File: config.mk
export PLATFORM = sky130hd
export DESIGN_NAME = draw_command_engine
export DESIGN_NICKNAME = d
export VERILOG_FILES = /design/src/rtl/draw_command_engine.sv
export SDC_FILE = /design/constraint.sdc
export NUM_CORES = 1
export LEC_CHECK = 0
export CAP_MARGIN = 25
export CORE_UTILIZATION = 68
export DETAILED_ROUTE_END_ITERATION = 10
export PLACE_DENSITY = 0.87
export SYNTH_ARGS = -nofsm -noshare
export SYNTH_HDL_FRONTEND = slang
export SYNTH_SLANG_ARGS = --single-unit
File: constraint.sdc
create_clock -name i_Clock -period 7.3 [get_ports i_Clock]
set_input_delay 2.19 -clock i_Clock [delete_from_list [all_inputs] [get_ports i_Clock]]
set_output_delay 2.19 -clock i_Clock [all_outputs]
set_load 0.02 [all_outputs]
File: src/rtl/draw_command_engine.sv
// Draw command engine: assembles multi-byte drawing commands from the UART receiver
// and streams the resulting rectangle of pixel writes to the framebuffer with back-pressure.
module draw_command_engine #(
  parameter int BITS_PER_PIXEL = 3,
  parameter int FB_WIDTH       = 640,
  parameter int FB_HEIGHT      = 480,
  parameter int ADDR_WIDTH     = 19
) (
  input  logic                      i_Clock,
  input  logic                      i_Reset_n,
  input  logic                      i_Rx_DV,
  input  logic [7:0]                i_Rx_Byte,
  input  logic                      i_Write_Ready,
  output logic                      o_Write_Enable,
  output logic [ADDR_WIDTH-1:0]     o_Write_Addr,
  output logic [BITS_PER_PIXEL-1:0] o_Write_Data,
  output logic                      o_Busy,
  output logic                      o_Error,
  output logic                      o_Dropped
);

  typedef enum logic [1:0] {
    ST_IDLE     = 2'd0,
    ST_OPERANDS = 2'd1,
    ST_SETUP    = 2'd2,
    ST_EXECUTE  = 2'd3
  } state_t;

  localparam logic [1:0]            OP_FILL  = 2'd1;
  localparam logic [1:0]            OP_PIXEL = 2'd2;
  localparam logic [1:0]            OP_RECT  = 2'd3;
  localparam logic [15:0]           X_LAST   = 16'(FB_WIDTH - 1);
  localparam logic [15:0]           Y_LAST   = 16'(FB_HEIGHT - 1);
  localparam logic [ADDR_WIDTH-1:0] ROW_STEP = ADDR_WIDTH'(FB_WIDTH);

  function automatic logic [3:0] operand_count(input logic [1:0] op);
    case (op)
      OP_FILL:  return 4'd1;
      OP_PIXEL: return 4'd5;
      OP_RECT:  return 4'd9;
      default:  return 4'd0;
    endcase
  endfunction

  state_t                    state_q, state_d;
  logic [1:0]                opcode_q, opcode_d;
  logic [3:0]                cnt_q, cnt_d;
  logic [7:0][7:0]           ops_q, ops_d;
  logic [BITS_PER_PIXEL-1:0] col_q, col_d;
  logic [15:0]               x_q, x_d, y_q, y_d, x0_q, x0_d, x1_q, x1_d, y1_q, y1_d;
  logic [ADDR_WIDTH-1:0]     base_q, base_d, addr_q, addr_d;
  logic [BITS_PER_PIXEL-1:0] data_q, data_d;
  logic                      we_q, we_d, err_q, err_d, drop_q, drop_d;

  logic [15:0]               sx0_s, sy0_s, sx1_s, sy1_s;
  logic                      sbad_s;
  logic [ADDR_WIDTH-1:0]     sbase_s;

  // Decode the buffered operands into an inclusive rectangle and validate it.
  always_comb begin
    sx0_s = 16'd0;
    sy0_s = 16'd0;
    sx1_s = 16'd0;
    sy1_s = 16'd0;
    case (opcode_q)
      OP_FILL: begin
        sx1_s = X_LAST;
        sy1_s = Y_LAST;
      end
      OP_PIXEL: begin
        sx0_s = {ops_q[1], ops_q[0]};
        sy0_s = {ops_q[3], ops_q[2]};
        sx1_s = sx0_s;
        sy1_s = sy0_s;
      end
      OP_RECT: begin
        sx0_s = {ops_q[1], ops_q[0]};
        sy0_s = {ops_q[3], ops_q[2]};
        sx1_s = {ops_q[5], ops_q[4]};
        sy1_s = {ops_q[7], ops_q[6]};
      end
      default: begin
        sx0_s = 16'd1;
      end
    endcase
    sbad_s  = (sx0_s > sx1_s) || (sy0_s > sy1_s) || (sx1_s > X_LAST) || (sy1_s > Y_LAST);
    // One multiply per command; the walk itself only adds.
    sbase_s = ADDR_WIDTH'(sy0_s) * ROW_STEP;
  end

  // Next-state and registered-output logic.
  always_comb begin
    state_d  = state_q;
    opcode_d = opcode_q;
    cnt_d    = cnt_q;
    ops_d    = ops_q;
    col_d    = col_q;
    x_d      = x_q;
    y_d      = y_q;
    x0_d     = x0_q;
    x1_d     = x1_q;
    y1_d     = y1_q;
    base_d   = base_q;
    addr_d   = addr_q;
    data_d   = data_q;
    we_d     = we_q;
    err_d    = 1'b0;
    drop_d   = 1'b0;
    case (state_q)
      ST_IDLE: begin
        if (i_Rx_DV) begin
          case (i_Rx_Byte)
            8'h00: state_d = ST_IDLE;
            8'h01, 8'h02, 8'h03: begin
              opcode_d = i_Rx_Byte[1:0];
              cnt_d    = 4'd0;
              state_d  = ST_OPERANDS;
            end
            default: err_d = 1'b1;
          endcase
        end else begin
          state_d = ST_IDLE;
        end
      end
      ST_OPERANDS: begin
        if (cnt_q == operand_count(opcode_q)) begin
          // Command complete; anything arriving now belongs to no command.
          drop_d  = i_Rx_DV;
          state_d = ST_SETUP;
        end else if (i_Rx_DV) begin
          cnt_d = cnt_q + 4'd1;
          if (cnt_q == operand_count(opcode_q) - 4'd1) begin
            col_d = i_Rx_Byte[BITS_PER_PIXEL-1:0];
          end else begin
            for (int i = 0; i < 8; i++) begin
              if (cnt_q == 4'(i)) ops_d[i] = i_Rx_Byte;
            end
          end
        end else begin
          state_d = ST_OPERANDS;
        end
      end
      ST_SETUP: begin
        drop_d = i_Rx_DV;
        if (sbad_s) begin
          err_d   = 1'b1;
          state_d = ST_IDLE;
        end else begin
          x_d     = sx0_s;
          y_d     = sy0_s;
          x0_d    = sx0_s;
          x1_d    = sx1_s;
          y1_d    = sy1_s;
          base_d  = sbase_s;
          addr_d  = sbase_s + ADDR_WIDTH'(sx0_s);
          data_d  = col_q;
          we_d    = 1'b1;
          state_d = ST_EXECUTE;
        end
      end
      ST_EXECUTE: begin
        drop_d = i_Rx_DV;
        if (i_Write_Ready) begin
          if (x_q != x1_q) begin
            x_d    = x_q + 16'd1;
            addr_d = addr_q + {{(ADDR_WIDTH-1){1'b0}}, 1'b1};
          end else if (y_q != y1_q) begin
            x_d    = x0_q;
            y_d    = y_q + 16'd1;
            base_d = base_q + ROW_STEP;
            addr_d = base_q + ROW_STEP + ADDR_WIDTH'(x0_q);
          end else begin
            we_d    = 1'b0;
            addr_d  = {ADDR_WIDTH{1'b0}};
            data_d  = {BITS_PER_PIXEL{1'b0}};
            state_d = ST_IDLE;
          end
        end else begin
          state_d = ST_EXECUTE;
        end
      end
      default: begin
        we_d    = 1'b0;
        addr_d  = {ADDR_WIDTH{1'b0}};
        data_d  = {BITS_PER_PIXEL{1'b0}};
        state_d = ST_IDLE;
      end
    endcase
  end

  // State and datapath registers.
  always_ff @(posedge i_Clock or negedge i_Reset_n) begin
    if (!i_Reset_n) begin
      state_q  <= ST_IDLE;
      opcode_q <= 2'd0;
      cnt_q    <= 4'd0;
      ops_q    <= '0;
      col_q    <= {BITS_PER_PIXEL{1'b0}};
      x_q      <= 16'd0;
      y_q      <= 16'd0;
      x0_q     <= 16'd0;
      x1_q     <= 16'd0;
      y1_q     <= 16'd0;
      base_q   <= {ADDR_WIDTH{1'b0}};
      addr_q   <= {ADDR_WIDTH{1'b0}};
      data_q   <= {BITS_PER_PIXEL{1'b0}};
      we_q     <= 1'b0;
      err_q    <= 1'b0;
      drop_q   <= 1'b0;
    end else begin
      state_q  <= state_d;
      opcode_q <= opcode_d;
      cnt_q    <= cnt_d;
      ops_q    <= ops_d;
      col_q    <= col_d;
      x_q      <= x_d;
      y_q      <= y_d;
      x0_q     <= x0_d;
      x1_q     <= x1_d;
      y1_q     <= y1_d;
      base_q   <= base_d;
      addr_q   <= addr_d;
      data_q   <= data_d;
      we_q     <= we_d;
      err_q    <= err_d;
      drop_q   <= drop_d;
    end
  end

  assign o_Write_Enable = we_q;
  assign o_Write_Addr   = addr_q;
  assign o_Write_Data   = data_q;
  assign o_Busy         = (state_q != ST_IDLE);
  assign o_Error        = err_q;
  assign o_Dropped      = drop_q;

endmodule
==> results of run 1 <==
-- synth_stat cells (19+ instances only) --
cell      number  area, µm²
nand3_1       29        145
a21oi_1       74        370
nand4_1       19        119
xnor2_1       44        385
a22oi_1       41        308
nor3_1        19       95.1
nor2_1        74        278
a21o_1        22        165
ha_1          79        988
xor2_1        59        517
clkbuf_1      47        176
and3_1        28        175
nand2_1       79        297
inv_1         36        135
and2_1        46        288
o21ai_0       77        385
dfrtp_1      192       4800
mux2_2       112       1260
-- sequential cells by signal, summed over array words and instances, names as in the netlist, 4 cells and up --
register / cells
x_q: 16
y1_q: 16
y_q: 16
base_q: 12
ops_q: 64
cnt_q: 4
x0_q: 16
x1_q: 16
o_Write_Addr: 19
-- routing by layer --
layer / GRT usage / up-vias
met4: 0.167 / 0
met1: 0.482 / 5038
met3: 0.0784 / 88
met2: 0.572 / 440
met5: 0 / -
li1: - / 4605
-- cell usage in the layout, fill, tap and decap left out, types with 17 or more instances in the layout --
cell / instances
a21o_1: 22
a21oi_1: 74
a22oi_1: 41
and2_1: 46
and3_1: 28
clkbuf_16: 17
clkdlybuf4s50_1: 36
dfrtp_1: 192
ha_1: 79
inv_1: 36
mux2_2: 112
nand2_1: 78
nand3_1: 29
nand4_1: 19
nor2_1: 74
nor3_1: 19
o21ai_0: 77
or2_2: 17
xnor2_1: 44
xor2_1: 59
-- path summary, 6_finish.rpt --
check / startpoint / end / slack, ps / cells after the start
min: y1_q[15] / y1_q[15] / 510 / 1
min reg2reg: y1_q[15] / y1_q[15] / 510 / 1
min in group asynchronous: i_Reset_n / o_Write_Addr[8] / 1690 / 1
max in group asynchronous: i_Reset_n / o_Write_Enable / 4350 / 2
max reg2reg: opcode_q[1] / x_q[14] / 2350 / 13
max: opcode_q[1] / x_q[14] / 2350 / 13
-- layout make-up --
class	instances	area, µm²	share of cell area
sequential	192	4800	0.356
clock inverter	13	144	0.0107
clock buffer	18	429	0.0318
inverter	36	135	0.0100
tap	229	287	0.0212
timing repair buffer	51	520	0.0385
multi-input combinational	977	7190	0.532
-- through the flow --
step           instances  area [µm²]  power (mW)  utilization  setup slack, ps
3_5_place_dp        1482       12900        4.68        0.716             1690
2_1_floorplan       1279       12500        3.85            -             2620
5_1_grt             1516       13500        6.09        0.752             2040
4_1_cts             1513       13400        5.66        0.748             1660
6_report            1516       13500        5.74        0.752             2350
3_3_place_gp        1481       12900        4.55        0.716             1670
-- cells by family after synthesis --
group | synth area share
muxes | 0.114
AOI/OAI and AO/OA | 0.161
DFF | 0.385
and+or+nand+nor | 0.146
xor gates and xnor gates | 0.0723
adders and majority gates | 0.0824
buffers and inverters | 0.0393
-- power groups by stage --
stage                     Clock [mW]  Combinational, mW  Sequential [mW]
after floorplan                    0               2.11             1.74
after global placement             0               2.72             1.83
after detailed placement           0               2.83             1.85
after CTS                      0.944               2.88             1.84
after global routing           0.979               3.22             1.89
final                          0.934               2.96             1.85
==> flow_summary.ini, run 1 <==
[drt]
routedLengthMet1_um = 13600
avgViaCountPerCell = 6.71
detail-route-antenna-nets = 0
post_drt_wl_per_cell_um = 21.5
wl_met3_um = 2500
num_vias = 10171
dr.pass1.iters = 6
drt_iter0_drc = 1016
highest_layer = met4
routed_wl_um = 32600
post-route-drc-count = 0
wl_met2_um = 15300

[critical_path]
end_kind = flop
path_common_cell = ha_1
start_kind = flop
cp_num_buf_inv = 1
worstPathMaxFanout = 83
crit_family = compound AO/OA/AOI/OAI gates
required_ps = 7630
crit_slowest_cell = or3_4
arrival_ps = 5280
critical-path-max-stage-delay_ps = 710
criticalPathCategory = flop to flop
path_cells = ha_1 -> buf_4 -> a22oi_1 -> or2_2 -> ha_1 -> and3_1 -> a221o_1 -> a221oi_2 -> a21oi_1 -> a311o_1 -> or3_4 -> o21ai_2 -> mux2_2

[clock_network]
htreeDepth = 4
clkLatencyLatePin_ps = 450
cts_resized = 0
root_buffer = clkbuf_16
cts_max_path_buffers = 2
cts_num_sinks = 192
cts_hold_buf = 0
clk_pin_slew_ps = 80
cts_setup_buffers = 0
tritoncts = done
cts_buffers = 17

[sta]
holdWs_ps = 508
fin_skew_ps = 11.4
tightest_slew_ps = 1010
relSlewSlack = 0.318
final_max_slew_viol_count = 0
finalCritPeriodShare = 0.678
period_needed_ps = 4950
rsz0062_at_grt = no
setup_violations = 0
tns_ps = 0
hold_violations = 0
max_freq_ghz = 0.202

[floorplan]
initial_core_util = 0.695
design.portCount = 38
die_h_um = 137
rows = 49
die_area_mm2 = 0.0189
die_width_um = 137
placeableCoreArea_mm2 = 0.0180

[final_layout]
fillers = 1218
drive_gt1_frac = 0.141
area.growth.synth_to_final_pct = 8.23
num-nets-final = 1368
antennaDiodeCount = 0

[power_and_ir_drop]
pwr-share-comb = 0.515
ir_drop_v = 0.000259
internal_power_mw = 3.22
p_clk_frac = 0.163
p_per_area_mw_per_mm2 = 425
p_sw_frac = 0.439
seq_power_share = 0.322
power_leakage_nw = 6.32
p_sw_mw = 2.52

[grt]
antenna_found_initial = 0
grt_pass1_wl_um = 51800
grt_usage = 0.364
grt_max_degree = 84
grt_pass1_vias = 9869
overflow = 0

[yosys]
ys.flop_type = dfrtp_1
async_reset_ff_frac = 1.00
synthCells = 1279
synthesis.nets = 1372
synth_edf_count = 0
ys_warn_count = 0
ys_seq_elements = 192
syn_area_mm2 = 0.0125
ys_types = 67
yosysSeqAreaShare = 0.385
avgSynthCellArea_um2 = 9.76

[place]
dp_hpwl_um = 22700
place_congestion = 0.908
port_buffers = 37

[min_path]
hold_path_class = flop to flop

[job]
max_cap_violations = 0

[status]
status = finished clean
Power figures use the tool's default switching activity.
==> run 2: changes to the inputs <==
--- a/config.mk
+++ b/config.mk
@@ -6,9 +6,9 @@
 export NUM_CORES = 1
 export LEC_CHECK = 0
 export CAP_MARGIN = 25
-export CORE_UTILIZATION = 68
+export CORE_UTILIZATION = 57
 export DETAILED_ROUTE_END_ITERATION = 10
-export PLACE_DENSITY = 0.87
+export PLACE_DENSITY = 0.78
 export SYNTH_ARGS = -nofsm -noshare
 export SYNTH_HDL_FRONTEND = slang
 export SYNTH_SLANG_ARGS = --single-unit
==> constraint.sdc (replaced) <==
create_clock -name i_Clock -period 4.1 [get_ports i_Clock]
set_input_delay 1.23 -clock i_Clock [delete_from_list [all_inputs] [get_ports i_Clock]]
set_output_delay 1.23 -clock i_Clock [all_outputs]
set_load 0.02 [all_outputs]
==> run 2 against run 1 <==
Against the previous run:
- sequential share of layout area shrank 1.2 points
- critical path depth grew 3
- utilization shrank 9.2 points
- non-clock buffer count grew 32
- critical endpoint is now o_Write_Addr[18]
==> flow_summary.ini, run 2 (synthesis gave the netlist of run 1 again) <==
[clock_network]
clk_pin_slew_ps = 80
cts_hold_buf = 0
tritoncts = done
root_buffer = clkbuf_16
clkLatencyLatePin_ps = 440
cts_max_path_buffers = 2
htreeDepth = 4
cts_num_sinks = 192
cts_buffers = 17

[sta]
tightest_slew_ps = 1060
max_freq_ghz = 0.248
final_max_slew_viol_count = 0
tns_ps = 0
period_needed_ps = 4030
holdWs_ps = 502
rsz0062_at_grt = yes
finalCritPeriodShare = 0.984
relSlewSlack = 0.273
setup_violations = 0
hold_violations = 0
worst_slack_ps = 67.5
fin_skew_ps = 11.4

[final_layout]
layout_commonest_cell = dfrtp_1
largest_reg_flops = 64
final_core_util = 0.660
regArea_mm2 = 0.00481
num-nets-final = 1400
antennaDiodeCount = 0
top_register = ops_q
area.growth.synth_to_final_pct = 12.1
fillers = 1676
final_cell_area_mm2 = 0.0140
multi_input_area_mm2 = 0.00735
drive_gt1_frac = 0.183
instances_no_fill = 1595
most-common-layout-cells = dfrtp_1 (191), mux2_2 (112), nand2_1 (78)

[floorplan]
die_width_um = 150
placeableCoreArea_mm2 = 0.0212
initial_core_util = 0.588
rows = 53
design.portCount = 38
die_h_um = 150
die_area_mm2 = 0.0225

[critical_path]
rr_endpoint = o_Write_Addr[18]
end_kind = flop
criticalPathCategory = flop to flop
timing.rr.start = opcode_q[0]
start_kind = flop
r2r_slack_ps = 70
worstPathMaxFanout = 9
required_ps = 4430
arrival_ps = 4360
reg2reg_depth = 16

[drt]
detail-route-antenna-nets = 0
dr.pass1.iters = 5
post-route-drc-count = 0
drt_iter0_drc = 831
routed_wl_um = 32200
avgViaCountPerCell = 6.27
num_vias = 9999
post_drt_wl_per_cell_um = 20.2

[grt]
antenna_found_initial = 0
grt_pass1_wl_um = 52000
overflow = 0
grt_use_met3 = 0.0381
grt_util_met2 = 0.487
grt_pass1_vias = 9668
grt_usage = 0.299
use_met1 = 0.422
grt_max_degree = 85
grt_busiest_layer = met2

[min_path]
hold_path_class = flop to flop
hold-path-endpoint = o_Write_Data[1]
min-delay-start = col_q[1]
min_path_cells = 1

[power_and_ir_drop]
power_mw = 10.3
p_per_area_mw_per_mm2 = 737
ir_drop_v = 0.000393
power_leakage_nw = 6.50

[place]
port_buffers = 37
place_area_mm2 = 0.0133
place_congestion = 0.941
dp_hpwl_um = 23100
post-place-cells = 1559
place_ws_ps = -123

[status]
status = finished clean

[job]
max_cap_violations = 0
[run 2: changes by cell type in the layout (fill, tap and decap cells not counted), moves of 4 or more]
cell / before / now
ha_1: 79 / 72
buf_4: 10 / 41
inv_1: 36 / 32
ha_4: 0 / 7
inv_2: 0 / 4
and2_1: 46 / 42
[run 2: worst max path at each step]
stage	cells past startpoint	endpoint	from	slack, ps
6_report	16	o_Write_Addr[18]	opcode_q[0]	70
5_1_grt	18	o_Write_Addr[18]	opcode_q[0]	-60
4_1_cts	17	o_Write_Addr[18]	opcode_q[1]	20
3_5_place_dp	19	o_Write_Addr[18]	opcode_q[0]	-120
3_3_place_gp	19	o_Write_Addr[18]	opcode_q[0]	20
2_1_floorplan	21	o_Write_Addr[18]	opcode_q[1]	-20
[run 2: area by class of cell]
| class | count | share of cell area |
|---|---|---|
| Clock inverter | 15 | 0.0118 |
| Clock buffer | 17 | 0.0304 |
| Multi-Input combinational cell | 977 | 0.525 |
| Sequential cell | 192 | 0.343 |
| Tap cell | 275 | 0.0246 |
| Inverter | 36 | 0.00965 |
| Timing Repair Buffer | 83 | 0.0549 |
[run 2: power breakdown]
part	internal, mW	switching (mW)
combinational	2.50	2.89
clock	0.820	0.841
sequential	2.51	0.743
[run 2: worst max-delay path, stage by stage (launching register included)]
cell,delay (ps)
dfrtp_1,430
inv_2,100
ha_4,200
or2_4,290
and2_4,190
ha_1,270
ha_1,340
and3_4,210
a2111oi_4,380
xnor2_1,180
ha_1,380
nand2_1,70
o21a_2,270
a31oi_4,160
xnor2_1,130
nor2_1,70
a211o_1,250
[run 2: timing repair]
action / in CTS / in global routing
pin swaps: 2 / 3
hold endpoints to repair: 0 / 0
buffers inserted: 0 / 3
endpoints found under the setup margin: 3 / 34
gates resized for setup: 1 / 11
[run 2: per-layer routing]
layer,wire (µm),up-vias,share of wire
met3,2060,40,0.064
met4,508,0,0.016
met5,0,-,0
met1,14500,4910,0.45
li1,-,4684,-
met2,15100,365,0.47
